File: config.mk
export PLATFORM = sky130hd
export DESIGN_NAME = mc_ctrl_fsm
export DESIGN_NICKNAME = d
export VERILOG_FILES = /design/src/rtl/mc_ctrl_pkg.sv /design/src/rtl/mc_alu_dec.sv /design/src/rtl/mc_ctrl_fsm.sv
export SDC_FILE = /design/constraint.sdc
export NUM_CORES = 1
export LEC_CHECK = 0
export CAP_MARGIN = 20
export CORE_MARGIN = 5
export CORE_UTILIZATION = 40
export DETAILED_ROUTE_END_ITERATION = 8
export DONT_BUFFER_PORTS = 1
export HOLD_SLACK_MARGIN = 0.15
export PLACE_DENSITY_LB_ADDON = 0.1
export SLEW_MARGIN = 20
export SYNTH_ARGS = -nofsm -noshare
export SYNTH_HDL_FRONTEND = slang
export SYNTH_HIERARCHICAL = 1
export SYNTH_SLANG_ARGS = --single-unit
File: constraint.sdc
create_clock -name clk -period 6.05 [get_ports clk]
set_clock_uncertainty 0.2 [all_clocks]
set_input_delay 0.605 -clock clk [delete_from_list [all_inputs] [get_ports clk]]
set_output_delay 0.605 -clock clk [all_outputs]
set_load 0.005 [all_outputs]
File: src/rtl/mc_ctrl_pkg.sv
// mc_ctrl_pkg: shared types and encodings for the multicycle MIPS control unit.
//   state_t           controller states
//   aluop_t           coarse ALU request from the FSM to mc_alu_dec
//   OP_* / FN_*       instruction opcode and R-type funct fields
//   ALU_*             alucontrol codes
//   PCSRC_*/ALUSRCB_* datapath mux select encodings
package mc_ctrl_pkg;

  typedef enum logic [3:0] {
    S_FETCH, S_DECODE, S_MEMADR, S_MEMRD, S_MEMWR, S_MEMWB, S_EXEC,
    S_ALUWB, S_ADDIEX, S_IMMWB, S_BRANCH, S_JUMP, S_JAL, S_ERROR
  } state_t;

  typedef enum logic [1:0] {AO_ADD, AO_SUB, AO_FUNCT} aluop_t;

  localparam logic [5:0] OP_R    = 6'b000000;
  localparam logic [5:0] OP_J    = 6'b000010;
  localparam logic [5:0] OP_JAL  = 6'b000011;
  localparam logic [5:0] OP_BEQ  = 6'b000100;
  localparam logic [5:0] OP_BNE  = 6'b000101;
  localparam logic [5:0] OP_ADDI = 6'b001000;
  localparam logic [5:0] OP_LW   = 6'b100011;
  localparam logic [5:0] OP_SW   = 6'b101011;

  localparam logic [5:0] FN_ADD = 6'b100000;
  localparam logic [5:0] FN_SUB = 6'b100010;
  localparam logic [5:0] FN_AND = 6'b100100;
  localparam logic [5:0] FN_OR  = 6'b100101;
  localparam logic [5:0] FN_SLT = 6'b101010;

  localparam logic [2:0] ALU_ADD = 3'b010;
  localparam logic [2:0] ALU_SUB = 3'b110;
  localparam logic [2:0] ALU_AND = 3'b000;
  localparam logic [2:0] ALU_OR  = 3'b001;
  localparam logic [2:0] ALU_SLT = 3'b111;

  localparam logic [1:0] PCSRC_ALU    = 2'b00;
  localparam logic [1:0] PCSRC_ALUOUT = 2'b01;
  localparam logic [1:0] PCSRC_JUMP   = 2'b10;

  localparam logic [1:0] ALUSRCB_B     = 2'b00;
  localparam logic [1:0] ALUSRCB_FOUR  = 2'b01;
  localparam logic [1:0] ALUSRCB_IMM   = 2'b10;
  localparam logic [1:0] ALUSRCB_IMMSH = 2'b11;

endpackage

File: src/rtl/mc_alu_dec.sv
// mc_alu_dec: maps the FSM's ALU request plus funct to a 3-bit alucontrol.
//   aluop          in  AO_ADD / AO_SUB force the operation, AO_FUNCT decodes funct
//   funct          in  instr[5:0]
//   alucontrol     out 3-bit ALU operation code
//   funct_illegal  out funct not recognised (only meaningful for AO_FUNCT)
module mc_alu_dec
  import mc_ctrl_pkg::*;
(
  input  aluop_t     aluop,
  input  logic [5:0] funct,
  output logic [2:0] alucontrol,
  output logic       funct_illegal
);

  always_comb begin
    alucontrol    = ALU_ADD;
    funct_illegal = 1'b0;
    case (aluop)
      AO_ADD: alucontrol = ALU_ADD;
      AO_SUB: alucontrol = ALU_SUB;
      default: begin
        case (funct)
          FN_ADD:  alucontrol = ALU_ADD;
          FN_SUB:  alucontrol = ALU_SUB;
          FN_AND:  alucontrol = ALU_AND;
          FN_OR:   alucontrol = ALU_OR;
          FN_SLT:  alucontrol = ALU_SLT;
          default: funct_illegal = 1'b1;
        endcase
      end
    endcase
  end

endmodule

File: src/rtl/mc_ctrl_fsm.sv
// mc_ctrl_fsm: multicycle MIPS control unit (state machine + ALU decode) with
// a memory ready handshake and per-access wait timeout.
//   clk, reset        clock, asynchronous active-low reset
//   opcode, funct     IR fields; zero = ALU zero flag; mem_ready = access done
//   memtoreg, regdst, iord, pcsrc, alusrca, alusrcb, alucontrol: datapath selects
//   irwrite, memwrite, pcen, regwrite: strobes, forced low while reset is low
//   mem_timeout, illegal: sticky error flags, cleared only by reset
// Build option: define MC_CTRL_JAL_EN to decode opcode 000011 as JAL;
// otherwise that opcode is illegal.
module mc_ctrl_fsm
  import mc_ctrl_pkg::*;
#(
  parameter int ALUCTRL_W   = 3,
  parameter int WAIT_W      = 4,
  parameter int MEM_TIMEOUT = 12
) (
  input  logic                 clk,
  input  logic                 reset,
  input  logic [5:0]           opcode,
  input  logic [5:0]           funct,
  input  logic                 zero,
  input  logic                 mem_ready,
  output logic                 memtoreg,
  output logic [1:0]           regdst,
  output logic                 iord,
  output logic [1:0]           pcsrc,
  output logic                 alusrca,
  output logic [1:0]           alusrcb,
  output logic                 irwrite,
  output logic                 memwrite,
  output logic                 pcen,
  output logic                 regwrite,
  output logic [ALUCTRL_W-1:0] alucontrol,
  output logic                 mem_timeout,
  output logic                 illegal
);

  state_t            state, state_n;
  logic [WAIT_W-1:0] wait_cnt;
  aluop_t            aluop;
  logic [2:0]        alu3;
  logic              funct_illegal;
  logic              irw, memw, pce, regw;
  logic              set_ill, set_tmo;
  logic              waiting, tmo_hit;

  mc_alu_dec u_alu_dec (
    .aluop         (aluop),
    .funct         (funct),
    .alucontrol    (alu3),
    .funct_illegal (funct_illegal)
  );

  assign waiting = (state == S_FETCH) || (state == S_MEMRD) || (state == S_MEMWR);
  // Limit cycle: counter already at the limit and memory still not ready.
  assign tmo_hit = (wait_cnt == WAIT_W'(MEM_TIMEOUT)) && !mem_ready;

  always_ff @(posedge clk or negedge reset) begin
    if (!reset) begin
      state       <= S_FETCH;
      wait_cnt    <= '0;
      mem_timeout <= 1'b0;
      illegal     <= 1'b0;
    end else begin
      state <= state_n;
      if (state_n != state)
        wait_cnt <= '0;
      else if (waiting && !mem_ready && wait_cnt != '1)
        wait_cnt <= wait_cnt + WAIT_W'(1);
      if (set_ill) illegal     <= 1'b1;
      if (set_tmo) mem_timeout <= 1'b1;
    end
  end

  // Controls not named for a state stay at 0 / add.
  always_comb begin
    state_n  = state;
    aluop    = AO_ADD;
    memtoreg = 1'b0;
    regdst   = 2'b00;
    iord     = 1'b0;
    pcsrc    = PCSRC_ALU;
    alusrca  = 1'b0;
    alusrcb  = ALUSRCB_B;
    irw      = 1'b0;
    memw     = 1'b0;
    pce      = 1'b0;
    regw     = 1'b0;
    set_ill  = 1'b0;
    set_tmo  = 1'b0;
    case (state)
      S_FETCH: begin
        alusrcb = ALUSRCB_FOUR;
        irw     = mem_ready;
        pce     = mem_ready;
        if (mem_ready)    state_n = S_DECODE;
        else if (tmo_hit) begin state_n = S_ERROR; set_tmo = 1'b1; end
      end
      S_DECODE: begin
        alusrcb = ALUSRCB_IMMSH;
        case (opcode)
          OP_LW, OP_SW:   state_n = S_MEMADR;
          OP_R:           state_n = S_EXEC;
          OP_BEQ, OP_BNE: state_n = S_BRANCH;
          OP_ADDI:        state_n = S_ADDIEX;
          OP_J:           state_n = S_JUMP;
`ifdef MC_CTRL_JAL_EN
          OP_JAL:         state_n = S_JAL;
`endif
          default: begin state_n = S_ERROR; set_ill = 1'b1; end
        endcase
      end
      S_MEMADR: begin
        alusrca = 1'b1;
        alusrcb = ALUSRCB_IMM;
        state_n = (opcode == OP_SW) ? S_MEMWR : S_MEMRD;
      end
      S_MEMRD: begin
        iord = 1'b1;
        if (mem_ready)    state_n = S_MEMWB;
        else if (tmo_hit) begin state_n = S_ERROR; set_tmo = 1'b1; end
      end
      S_MEMWR: begin
        iord = 1'b1;
        memw = 1'b1;
        if (mem_ready)    state_n = S_FETCH;
        else if (tmo_hit) begin state_n = S_ERROR; set_tmo = 1'b1; end
      end
      S_MEMWB: begin
        memtoreg = 1'b1;
        regw     = 1'b1;
        state_n  = S_FETCH;
      end
      S_EXEC: begin
        alusrca = 1'b1;
        aluop   = AO_FUNCT;
        if (funct_illegal) begin state_n = S_ERROR; set_ill = 1'b1; end
        else                     state_n = S_ALUWB;
      end
      S_ALUWB: begin
        regdst  = 2'b01;
        regw    = 1'b1;
        state_n = S_FETCH;
      end
      S_ADDIEX: begin
        alusrca = 1'b1;
        alusrcb = ALUSRCB_IMM;
        state_n = S_IMMWB;
      end
      S_IMMWB: begin
        regw    = 1'b1;
        state_n = S_FETCH;
      end
      S_BRANCH: begin
        alusrca = 1'b1;
        aluop   = AO_SUB;
        pcsrc   = PCSRC_ALUOUT;
        pce     = (opcode == OP_BNE) ? ~zero : zero;
        state_n = S_FETCH;
      end
      S_JUMP: begin
        pcsrc   = PCSRC_JUMP;
        pce     = 1'b1;
        state_n = S_FETCH;
      end
`ifdef MC_CTRL_JAL_EN
      // Link value PC+4 reaches r31 through the datapath's own link path.
      S_JAL: begin
        regdst  = 2'b10;
        pcsrc   = PCSRC_JUMP;
        pce     = 1'b1;
        regw    = 1'b1;
        state_n = S_FETCH;
      end
`endif
      S_ERROR: state_n = S_ERROR;
      default: state_n = S_ERROR;
    endcase
  end

  // Reset clears state asynchronously, but FETCH's strobes follow mem_ready,
  // so gate with reset to keep every strobe quiet while it is held.
  assign irwrite  = irw  & reset;
  assign memwrite = memw & reset;
  assign pcen     = pce  & reset;
  assign regwrite = regw & reset;

  always_comb begin
    alucontrol      = '0;
    alucontrol[2:0] = alu3;
  end

endmodule

==> results.toml <==
[setup_path]
crit_family = "compound AO/OA/AOI/OAI gates"
cpPeakStageDelay_ns = 0.72
cp-end-kind = "flip-flop"
critPathKind = "reg -> reg"
slowest_stage = "dfrtp_1"
crit_path_start_kind = "flip-flop"
worst-path-max-fanout = 22
crit_chain = "nand2b_1 > nor2_1 > inv_1 > a31oi_1 > a32oi_1 > and3_1 > a41oi_1 > a211o_1 > nor3_1"
crit_required_ns = 5.99
crit_buf_inv = 1
cp.arrival_ns = 2.65

[sta]
setup_viol_count_final = 0
min_period_ns = 2.710
fin_crit_sh = 0.4479
drv_slew = 0
setup_tns_ns = 0
final_hold_viol_count = 0
rsz0062_at_grt = "no"
worstMarginPinSlew_ns = 0.6001
max_freq_ghz = 0.3691
slew_headroom = 0.5999
hold_ws_ns = 0.3097

[final_layout]
areaGrowthSynthToFinish_pct = 1.850
antenna_cells = 0
fillers = 291
stdcell_area_um2 = 1171
nNetsFinal = 165
drive_gt1_frac = 0.05479

[global_route]
grt_antenna_before_repair = 0
grt_overflow = 0
grt_use_total = 0.1497
grt_max_degree = 23
grt_pass1_vias = 1061
grt_pass1_wl_um = 5078

[synth]
synthCells = 153
yosysWarnings = 6
synth_seq_cells = 10
yosysMostFrequentCell = "nor2_1"
synth_edf_count = 0
yosysTopAreaCellShare = 0.2176
yosys_most_used_dff = "dfrtp_1"
syn_avg_cell_area_um2 = 7.515
syn-num-nets = 171
yosys-top-cells-count = "nor2_1, nand2_1, dfrtp_1, nor3_1, nand2b_1"
synth_top_area_cell = "dfrtp_1"
yosysSeqAreaShare = 0.2176
synth.area.top_cells = "dfrtp_1, nor2_1, nand2b_1"
ys_async_sr_fraction = 1.000
syn-cell-area_um2 = 1150
synthDistinctLibCells = 52

[clocking]
cts.repair.resized = 0
clockBufferDepth = 2
clock_sinks = 10
numCtsBuffers = 3
clk_pin_slew_ns = 0.07
cts_tree = "yes"
clkLatencyLatePin_ns = 0.27
cts_root_buf = "clkbuf_4"
htree_levels = 1

[routing]
wl_um = 2867
drtIter0Drc = 44
ant_nets = 0
wl_per_cell_um = 16.20
route.detailed.drc = 0
first_pass_iters = 4
vias = 1098
viasPerCell = 6.203

[floorplan]
io_pins = 34
coreArea_um2 = 2758
initial_core_util = 0.4170
num_rows = 19
die_h_um = 63.62
die_x_um = 63.62
dieArea_um2 = 4047

[placed_design]
portBuffers = 0
placedInstanceArea_um2 = 1125
dpl.hpwl_um = 2244
gp_congestion = 0.7705

[job]
drv_cap = 0

[power]
vdd_drop_max_uv = 93.37
power_density_nw_per_um2 = 120.9
p_leak_nw = 0.4490

[min_path]
hp-class = "reg -> reg"

[run_status]
status = "finished clean"
[report_power, final]
group | switching (mW) | internal, mW | leakage (nW)
Clock | 0.0246 | 0.0366 | 0.0210
Sequential | 0.000513 | 0.0675 | 0.117
Combinational | 0.00581 | 0.00665 | 0.311
[sequential cells by signal, summed over array words and instances (netlist names)]
signal       flops
state            4
wait_cnt         4
illegal          1
mem_timeout      1
[metal layers]
| metal | wire length, um | track usage | vias to the layer above | share of wire |
|---|---|---|---|---|
| met1 | 1317 | 0.1976 | 521 | 0.46 |
| met3 | 227 | 0.06572 | 0 | 0.079 |
| li1 | - | - | 550 | - |
| met5 | 0 | 0 | - | 0 |
| met4 | 0 | 0.007792 | 0 | 0 |
| met2 | 1322 | 0.2360 | 27 | 0.46 |
[path summary, 6_finish.rpt]
path	endpoint	cells past startpoint	slack, ns	from
worst max-delay path	wait_cnt[1]$_DFFE_PN0P_	9	3.34	state[1]$_DFF_PN0_
worst min-delay path	mem_timeout$_DFFE_PN0P_	1	0.31	mem_timeout$_DFFE_PN0P_
worst max register to register	wait_cnt[1]$_DFFE_PN0P_	9	3.34	state[1]$_DFF_PN0_
worst min register to register	mem_timeout$_DFFE_PN0P_	1	0.31	mem_timeout$_DFFE_PN0P_
max in group asynchronous	state[2]$_DFF_PN0_	1	4.80	reset
min in group asynchronous	wait_cnt[1]$_DFFE_PN0P_	1	0.53	reset
[cells by family (layout without fill, tap and decap cells)]
family | count (synthesis) | after routing | share of synthesized area
XOR/XNOR | 6 | 6 | 0.04570
AND/OR/NAND/NOR | 75 | 75 | 0.3678
adder cells (fa/ha/maj) | 2 | 2 | 0.02176
AO/OA/AOI/OAI | 38 | 38 | 0.2361
other | 1 | 1 | 0.003261
buffers and inverters | 17 | 10 | 0.07181
multiplexers | 4 | 4 | 0.03591
flip-flops | 10 | 10 | 0.2176
[timing repair]
item,CTS,global route
endpoints found under the hold margin,10,0
hold buffers,1,0
setup buffers,0,0
[layout make-up]
type / count / area (um^2) / area share
tap: 31 / 38.79 / 0.03312
clock buffer: 4 / 36.28 / 0.03098
timing repair buffer: 1 / 10.01 / 0.008547
sequential: 10 / 250.2 / 0.2137
inverter: 5 / 18.77 / 0.01603
multi-input combinational: 126 / 817.0 / 0.6977
[stage by stage]
step                      total power, mW    util  setup slack (ns)  std cells
final                              0.1416  0.4247             3.340        177
after global routing               0.1503  0.4247             3.082        177
after CTS                          0.1440  0.4247             3.359        177
after detailed placement          0.07991  0.4079             3.366        172
after global placement            0.07995  0.4079             3.445        172
after floorplan                   0.08281       -             3.733        153
[placed cells by master, fill, tap and decap left out, drive strengths merged, types with 2 or more instances in the layout]
cell     n
o21ai    9
a21oi    7
a31oi    2
nor2b    2
inv      5
and4bb   3
o311a    3
mux2i    3
nand2b   9
and3     3
nor3b    3
nand3    4
xor2     2
nor2    16
nand2   13
o211ai   2
xnor2    4
ha       2
nor3    10
clkbuf   4
nor4     2
nand3b   2
or2      3
dfrtp   10
nand4    3
Note: power is estimated with default switching activity, not from simulation.
